==> src/rtl/serial_add_ctrl.sv <==
// serial_add_ctrl: bit-serial adder, one shared full-adder cell stepped LSB first over WIDTH cycles
module half_adder (
  input  logic a_i,
  input  logic b_i,
  output logic s_o,
  output logic c_o
);
  assign s_o = a_i ^ b_i;
  assign c_o = a_i & b_i;
endmodule

module serial_add_ctrl #(
  parameter int WIDTH = 8
) (
  input  logic             clk,
  input  logic             rst,
  input  logic             in_valid,
  output logic             in_ready,
  input  logic [WIDTH-1:0] a,
  input  logic [WIDTH-1:0] b,
  input  logic             cin,
  output logic             out_valid,
  input  logic             out_ready,
  output logic [WIDTH-1:0] sum,
  output logic             cout
);
  localparam int CW = $clog2(WIDTH);
  localparam logic [CW-1:0] LAST = CW'(WIDTH - 1);
  typedef enum logic [1:0] {IDLE, RUN, DONE} state_e;
  state_e state_q, state_d;
  logic [CW-1:0] cnt_q, cnt_d;
  logic [WIDTH-1:0] a_q, a_d, b_q, b_d, sum_q, sum_d;
  logic carry_q, carry_d;
  logic s0, c0, s1, c1;
  half_adder ha0 (.a_i(a_q[0]), .b_i(b_q[0]), .s_o(s0), .c_o(c0));
  half_adder ha1 (.a_i(s0), .b_i(carry_q), .s_o(s1), .c_o(c1));
  always_ff @(posedge clk) begin
    if (rst) begin
      state_q <= IDLE;
      cnt_q   <= '0;
      carry_q <= 1'b0;
      a_q     <= '0;
      b_q     <= '0;
      sum_q   <= '0;
    end else begin
      state_q <= state_d;
      cnt_q   <= cnt_d;
      carry_q <= carry_d;
      a_q     <= a_d;
      b_q     <= b_d;
      sum_q   <= sum_d;
    end
  end
  always_comb begin
    state_d = state_q;
    if (state_q == IDLE && in_valid) state_d = RUN;
    if (state_q == RUN && cnt_q == LAST) state_d = DONE;
    if (state_q == DONE && out_ready) state_d = IDLE;
  end
  // Datapath: load on acceptance, shift one bit per RUN cycle, hold otherwise
  always_comb begin
    cnt_d   = cnt_q;
    carry_d = carry_q;
    a_d     = a_q;
    b_d     = b_q;
    sum_d   = sum_q;
    if (state_q == IDLE && in_valid) begin
      cnt_d   = '0;
      carry_d = cin;
      a_d     = a;
      b_d     = b;
    end else if (state_q == RUN) begin
      cnt_d   = cnt_q + CW'(1);
      carry_d = c0 | c1;
      a_d     = a_q >> 1;
      b_d     = b_q >> 1;
      sum_d   = {s1, sum_q[WIDTH-1:1]};
    end
  end
  always_comb begin
    in_ready  = state_q == IDLE;
    out_valid = state_q == DONE;
    sum       = (state_q == DONE) ? sum_q : '0;
    cout      = (state_q == DONE) ? carry_q : 1'b0;
  end
endmodule
==> config.mk <==
export PLATFORM = sky130hd
export DESIGN_NAME = serial_add_ctrl
export DESIGN_NICKNAME = d
export VERILOG_FILES = /design/src/rtl/serial_add_ctrl.sv
export SDC_FILE = /design/constraint.sdc
export NUM_CORES = 1
export LEC_CHECK = 0
export ABC_AREA = 0
export CAP_MARGIN = 10
export CORE_MARGIN = 2
export CORE_UTILIZATION = 33
export DETAILED_ROUTE_END_ITERATION = 8
export HOLD_SLACK_MARGIN = 0.03
export PLACE_DENSITY = 0.55
export SETUP_SLACK_MARGIN = 0.15
export SYNTH_ARGS = -nofsm -noshare
export SYNTH_HDL_FRONTEND = slang
export SYNTH_SLANG_ARGS = --single-unit
export TNS_END_PERCENT = 50
==> constraint.sdc <==
create_clock -name clk -period 1.7 [get_ports clk]
set_input_delay 0.255 -clock clk [delete_from_list [all_inputs] [get_ports clk]]
set_output_delay 0.255 -clock clk [all_outputs]
set_load 0.03 [all_outputs]
==> results of run 1 <==
-- through the flow --
| step | power [mW] | std cells | hold slack (ps) |
|---|---|---|---|
| 2_1_floorplan | 0.9510 | 162 | 391.0 |
| 3_3_place_gp | 1.037 | 237 | 438.2 |
| 3_5_place_dp | 1.045 | 237 | 443.0 |
| 4_1_cts | 1.643 | 248 | 452.0 |
| 5_1_grt | 1.730 | 252 | 482.8 |
| 6_report | 1.639 | 252 | 451.6 |
-- metal layers --
| layer | up-vias | wire length (um) | track usage |
|---|---|---|---|
| met1 | 573 | 1523 | 0.2083 |
| met2 | 35 | 1544 | 0.2536 |
| met3 | 4 | 221 | 0.04441 |
| met4 | 0 | 40 | 0.08250 |
| met5 | - | 0 | 0 |
| li1 | 635 | - | - |
-- Yosys cell counts, drive strengths merged --
| cell | n |
|---|---|
| nand2b | 2 |
| o21ba | 1 |
| and3 | 9 |
| ha | 2 |
| or2b | 1 |
| nor3 | 3 |
| nand2 | 30 |
| nand3 | 2 |
| nor3b | 1 |
| nor2 | 17 |
| a311oi | 1 |
| buf | 8 |
| fa | 1 |
| or3b | 1 |
| o22ai | 4 |
| clkbuf | 5 |
| mux2i | 2 |
| inv | 2 |
| a21oi | 22 |
| a21o | 1 |
| a211oi | 14 |
| xnor2 | 1 |
| dfxtp | 30 |
| and2b | 1 |
| o21ai | 1 |
-- worst max-delay path, cell delays in order, from the launching register on --
cell and delay (ps):
dfxtp_4 400, buf_6 140, inv_1 110, nor2_1 100, buf_4 160
-- state kept, by name (all words and copies together), names as in the netlist --
signal and cells:
a_q 8, b_q 8, sum_q 8, cnt_q 3
state_q 2, carry_q 1
-- timing repair --
action                     CTS  global route
buffers inserted             3             3
gates cloned                 0             1
gates resized for setup      4             4
hold buffers                 0             0
setup endpoints to repair   11            10
-- cell families after synthesis --
family / Yosys count / share of synthesized area
compound gates: 44 / 0.2054
fa+ha+maj: 3 / 0.03330
simple gates: 67 / 0.2313
buf+inv: 15 / 0.06476
flops: 30 / 0.4440
xor+xnor: 1 / 0.006477
mux: 2 / 0.01480
-- how the worst min path moves through the flow --
stage               slack [ps]  cells past startpoint  endpoint     start
detailed placement         440                      2  sum_q[0]  sum_q[0]
finish                     450                      2  sum_q[0]  sum_q[0]
global placement           440                      2  sum_q[0]  sum_q[0]
CTS                        450                      2  sum_q[0]  sum_q[0]
floorplan                  390                      2    a_q[7]      a[7]
global route               480                      2    a_q[2]    a_q[3]
-- layout make-up --
| type | count | area (um2) | share of cell area |
|---|---|---|---|
| sequential | 30 | 608.1 | 0.3299 |
| inverter | 2 | 11.26 | 0.006110 |
| timing repair inverter | 1 | 7.507 | 0.004073 |
| timing repair buffer | 44 | 397.9 | 0.2159 |
| tap | 50 | 62.56 | 0.03394 |
| multi-input combinational | 117 | 664.4 | 0.3605 |
| clock buffer | 7 | 86.33 | 0.04684 |
| clock inverter | 1 | 5.005 | 0.002716 |
-- power breakdown --
part | switching, mW | leakage (nW) | total (mW) | internal, mW
clock | 0.263 | 0.0482 | 0.589 | 0.326
combinational | 0.131 | 0.442 | 0.270 | 0.139
sequential | 0.0315 | 0.247 | 0.779 | 0.748
total | 0.426 | 0.738 | 1.64 | 1.21
==> impl_metrics.csv, run 1 <==
group,metric,value,unit
yosys,synth_cell_types,27,
detailed_routing,routedWlPerCell,13.21,um
floorplan,start_util,0.3406,
timing,tns,0,ps
outcome,status,"finished clean",
detailed_routing,drc,0,
placed_design,dp_slack,48.52,ps
clock_tree,cts_root_buf,"clkbuf_8",
floorplan,die_y,68.02,um
timing,fin_crit,1456,ps
floorplan,core_area,3971,um2
job,cap_violations,0,
final_layout,layout_common_cells,"nand2_1 (30), dfxtp_1 (28), a21oi_1 (22), buf_4 (21), clkdlybuf4s50_1 (20)",
yosys,ys_seq_area_frac,0.4440,
timing,report.final.hold_viol_count,0,
placed_design,place_area,1685,um2
final_layout,diodes,0,
setup_path,critPathCapture,"out_valid",
final_layout,layout-drive-gt1-share,0.1832,
clock_tree,cts.path.max_buffers,2,
detailed_routing,vias,1247,
detailed_routing,via_per_inst,4.948,
grt,grt_use_total,0.1637,
placed_design,port_buffers,31,
pwr,power_density,889.1,nW/um2
clock_tree,clock_latency,280,ps
final_layout,nFillCells,393,
yosys,syn-num-nets,186,
grt,grt_overflow,0,
setup_path,critical_path_class,"register to output pin",
clock_tree,ctsHtreeMaxLevel,2,
setup_path,crit_path_start,"state_q[1]",
setup_path,reg2reg_depth,5,
timing,setup_slack,244.2,ps
setup_path,r2r_end,"b_q[5]",
final_layout,final_area,1843,um2
detailed_routing,dr.pass1.iters,4,
hold_path,min_path_type,"register to register",
yosys,synthesis.area,1353,um2
yosys,yosys-top-cells-area,"dfxtp_1 (44%), nand2_1 (8.3%), a21oi_1 (8.1%), a211oi_1 (7.8%), nor2_1 (4.7%)",
grt,grt_pass1_wl,5554,um
setup_path,endpoint_kind,"output pin",
clock_tree,clk_pin_slew,70,ps
yosys,syn-mean-instance-area,8.349,um2
grt,grt_max_degree,31,
grt,grt_pass1_vias,1220,
timing,slew_viol_final,0,
setup_path,cp_max_fo,11,
yosys,yosysWarnings,0,
setup_path,worst-endpoint-arrival,1200,ps
final_layout,mostFrequentLayoutCell,"nand2_1",
setup_path,rr_startpoint,"state_q[0]",
floorplan,ios,32,
timing,min_period_over_period,0.8564,
floorplan,die-area,4627,um2
timing,rsz0062_at_grt,"no",
pwr,p_leak,0.7382,nW
pwr,vdd_drop_max,0.0005559,V
setup_path,crit_required,1440,ps
grt,antenna_found_initial,0,
yosys,ys_ff_latch,30,
final_layout,num-nets-final,225,
timing,fmax,686.9,MHz
yosys,synth_area_leader_cell,"dfxtp_1",
setup_path,start_kind,"register",
detailed_routing,finalWirelength,3329,um
timing,slew_headroom,0.6880,
final_layout,fin_util,0.4641,
clock_tree,cts_tree,"yes",
yosys,synth_top_area_frac,0.4440,
floorplan,row_count,23,
timing,worst_pin_slew,468.0,ps
placed_design,dpl.hpwl,2158,um
setup_path,reg2reg_slack,280,ps
timing,fin_skew,6.299,ps
yosys,syn_inst,162,
clock_tree,numCtsBuffers,5,
placed_design,gp_congestion,0.7030,
detailed_routing,drt_iter0_markers,40,
detailed_routing,ant_nets,0,
floorplan,fp.dieW,68.02,um
timing,setup_viol,0,
final_layout,area_growth,36.26,%
clock_tree,clock_sinks,30,
No activity file was read; power rests on OpenSTA's default activity.
==> run 2: changes to the inputs <==
--- a/config.mk
+++ b/config.mk
@@ -12,6 +12,7 @@
 export DETAILED_ROUTE_END_ITERATION = 8
 export HOLD_SLACK_MARGIN = 0.03
 export PLACE_DENSITY = 0.55
+export RECOVER_POWER = 100
 export SETUP_SLACK_MARGIN = 0.15
 export SYNTH_ARGS = -nofsm -noshare
 export SYNTH_HDL_FRONTEND = slang
==> run 2 against run 1 <==
Effect of this change:
- clock power barely moved
- cell count is the same
- via count up 0.64%
- combinational power fell by 3%
- wire length fell by 0.63%
- design area is 1.0% lower
- first-iteration DRC count stayed put
- non-clock buffer count is the same
- die area did not move
- sequential share of layout area up 0.34 points
- critical endpoint is now sum[2]
- largest cell class unchanged
==> impl_metrics.csv, run 2 (same netlist as run 1, synthesis figures left out) <==
group,metric,value,unit
outcome,status,"finished clean",
setup_path,cp_max_fo,7,
final_layout,reg.largest.list,"a_q (8), b_q (8), sum_q (8)",
setup_path,max_stage_delay,390,ps
detailed_routing,ant_nets,0,
setup_path,critical_path_class,"register to output pin",
clock_tree,cts_root_buf,"clkbuf_8",
setup_path,path_cells,"clkinvlp_2, and3_1, buf_4",
timing,fin_skew,6.095,ps
clock_tree,cts_tree,"yes",
floorplan,die_y,68.02,um
floorplan,row_count,23,
pwr,totalPowerFinal,1.631,mW
pwr,p_leak,0.7260,nW
clock_tree,clk_pin_slew,70,ps
placed_design,gp_congestion,0.7030,
floorplan,fp.dieW,68.02,um
detailed_routing,dr.pass1.iters,4,
timing,fin_crit,1553,ps
timing,worst_pin_slew,467.9,ps
final_layout,nFillCells,398,
detailed_routing,routedWlPerCell,13.13,um
floorplan,start_util,0.3406,
floorplan,core_area,3971,um2
grt,grt_pass1_wl,5554,um
grt,grt_max_degree,31,
grt,antenna_found_initial,0,
hold_path,min_path_type,"register to register",
final_layout,num-nets-final,225,
final_layout,area_growth,34.88,%
clock_tree,clock_sinks,30,
pwr,vdd_drop_max,0.0005531,V
setup_path,endpoint_kind,"output pin",
setup_path,cpLargestDelayFamily,"flip-flops",
setup_path,crit_required,1440,ps
timing,report.final.hold_viol_count,0,
setup_path,start_kind,"register",
detailed_routing,vias,1255,
timing,whs,451.6,ps
pwr,power_density,894.1,nW/um2
floorplan,die-area,4627,um2
final_layout,layout-drive-gt1-share,0.1683,
final_layout,diodes,0,
clock_tree,ctsHoldBuffers,0,
clock_tree,clock_latency,280,ps
clock_tree,numCtsBuffers,5,
final_layout,layout_common_cells,"nand2_1 (30), dfxtp_1 (28), a21oi_1 (22), clkdlybuf4s50_1 (20), nor2_1 (17)",
setup_path,cpMaxStageDelayCell,"dfxtp_4",
job,cap_violations,0,
grt,grt_pass1_vias,1220,
setup_path,worst-endpoint-arrival,1300,ps
final_layout,mostFrequentLayoutCell,"nand2_1",
clock_tree,ctsHtreeMaxLevel,2,
floorplan,ios,32,
detailed_routing,via_per_inst,4.980,
placed_design,dpl.hpwl,2158,um
clock_tree,cts.path.max_buffers,2,
timing,fmax,643.9,MHz
timing,min_period_over_period,0.9136,
detailed_routing,drc,0,
timing,tns,0,ps
grt,grt_overflow,0,
setup_path,crit_buf_inv,2,
placed_design,port_buffers,31,
timing,slew_viol_final,0,
timing,setup_viol,0,
final_layout,multiInputGateArea,664.4,um2
detailed_routing,drt_iter0_markers,40,
grt,grt_use_total,0.1637,
timing,rsz0062_at_grt,"no",
timing,slew_headroom,0.6881,
final_layout,layout.area.seq,608.1,um2
detailed_routing,finalWirelength,3308,um
## run 2: cell count changes in the layout (fill, tap and decap cells not counted)
cell	previous run	this run
clkinvlp_2	0	2
clkbuf_2	0	1
clkinvlp_4	2	0
clkbuf_4	0	2
buf_4	21	15
clkbuf_1	1	4
## run 2: path summary, 6_finish.rpt
| kind | endpoint | start | slack, ps | depth (start not counted) |
|---|---|---|---|---|
| max | sum[2] | state_q[0] | 150 | 3 |
| min | sum_q[0] | sum_q[0] | 450 | 2 |
| max reg2reg | carry_q | state_q[0] | 260 | 6 |
| min reg2reg | sum_q[0] | sum_q[0] | 450 | 2 |
## run 2: power by group
| part | internal (mW) | switching, mW |
|---|---|---|
| Sequential | 0.748 | 0.0301 |
| Clock | 0.326 | 0.264 |
| Combinational | 0.133 | 0.131 |
| Total | 1.21 | 0.425 |
## run 2: cell type report
type,instances,area share
Inverter,2,0.004801
Multi-Input combinational cell,117,0.3642
Sequential cell,30,0.3333
Clock inverter,1,0.002743
Clock buffer,7,0.04733
Timing Repair inverter,1,0.002743
Timing Repair Buffer,44,0.2106
Tap cell,50,0.03429
## run 2: metal layers
layer | vias to the layer above | GRT usage | routed length, um
met3 | 4 | 0.04441 | 197
met1 | 578 | 0.2083 | 1503
met5 | - | 0 | 0
li1 | 639 | - | -
met4 | 0 | 0.08250 | 33
met2 | 34 | 0.2536 | 1573
## run 2: per-stage QoR
stage / instances / utilization / setup slack [ps] / area [um2]
4_1_cts: 248 / 0.4543 / 112.4 / 1804
3_5_place_dp: 237 / 0.4244 / 48.52 / 1685
2_1_floorplan: 162 / - / 362.0 / 1353
3_3_place_gp: 237 / 0.4244 / 61.65 / 1685
6_report: 252 / 0.4594 / 146.9 / 1824
5_1_grt: 252 / 0.4594 / 86.33 / 1824
## run 2: worst min-delay path, stage by stage (launching register included)
cell and delay (ps):
dfxtp_1 310, nand2_1 50, a21oi_1 50
## run 2: timing repair
action / CTS / global route
pin swaps: 0 / 0
gates resized for setup: 4 / 4
buffers inserted: 3 / 3
endpoints found under the setup margin: 11 / 10
gates cloned: 0 / 1
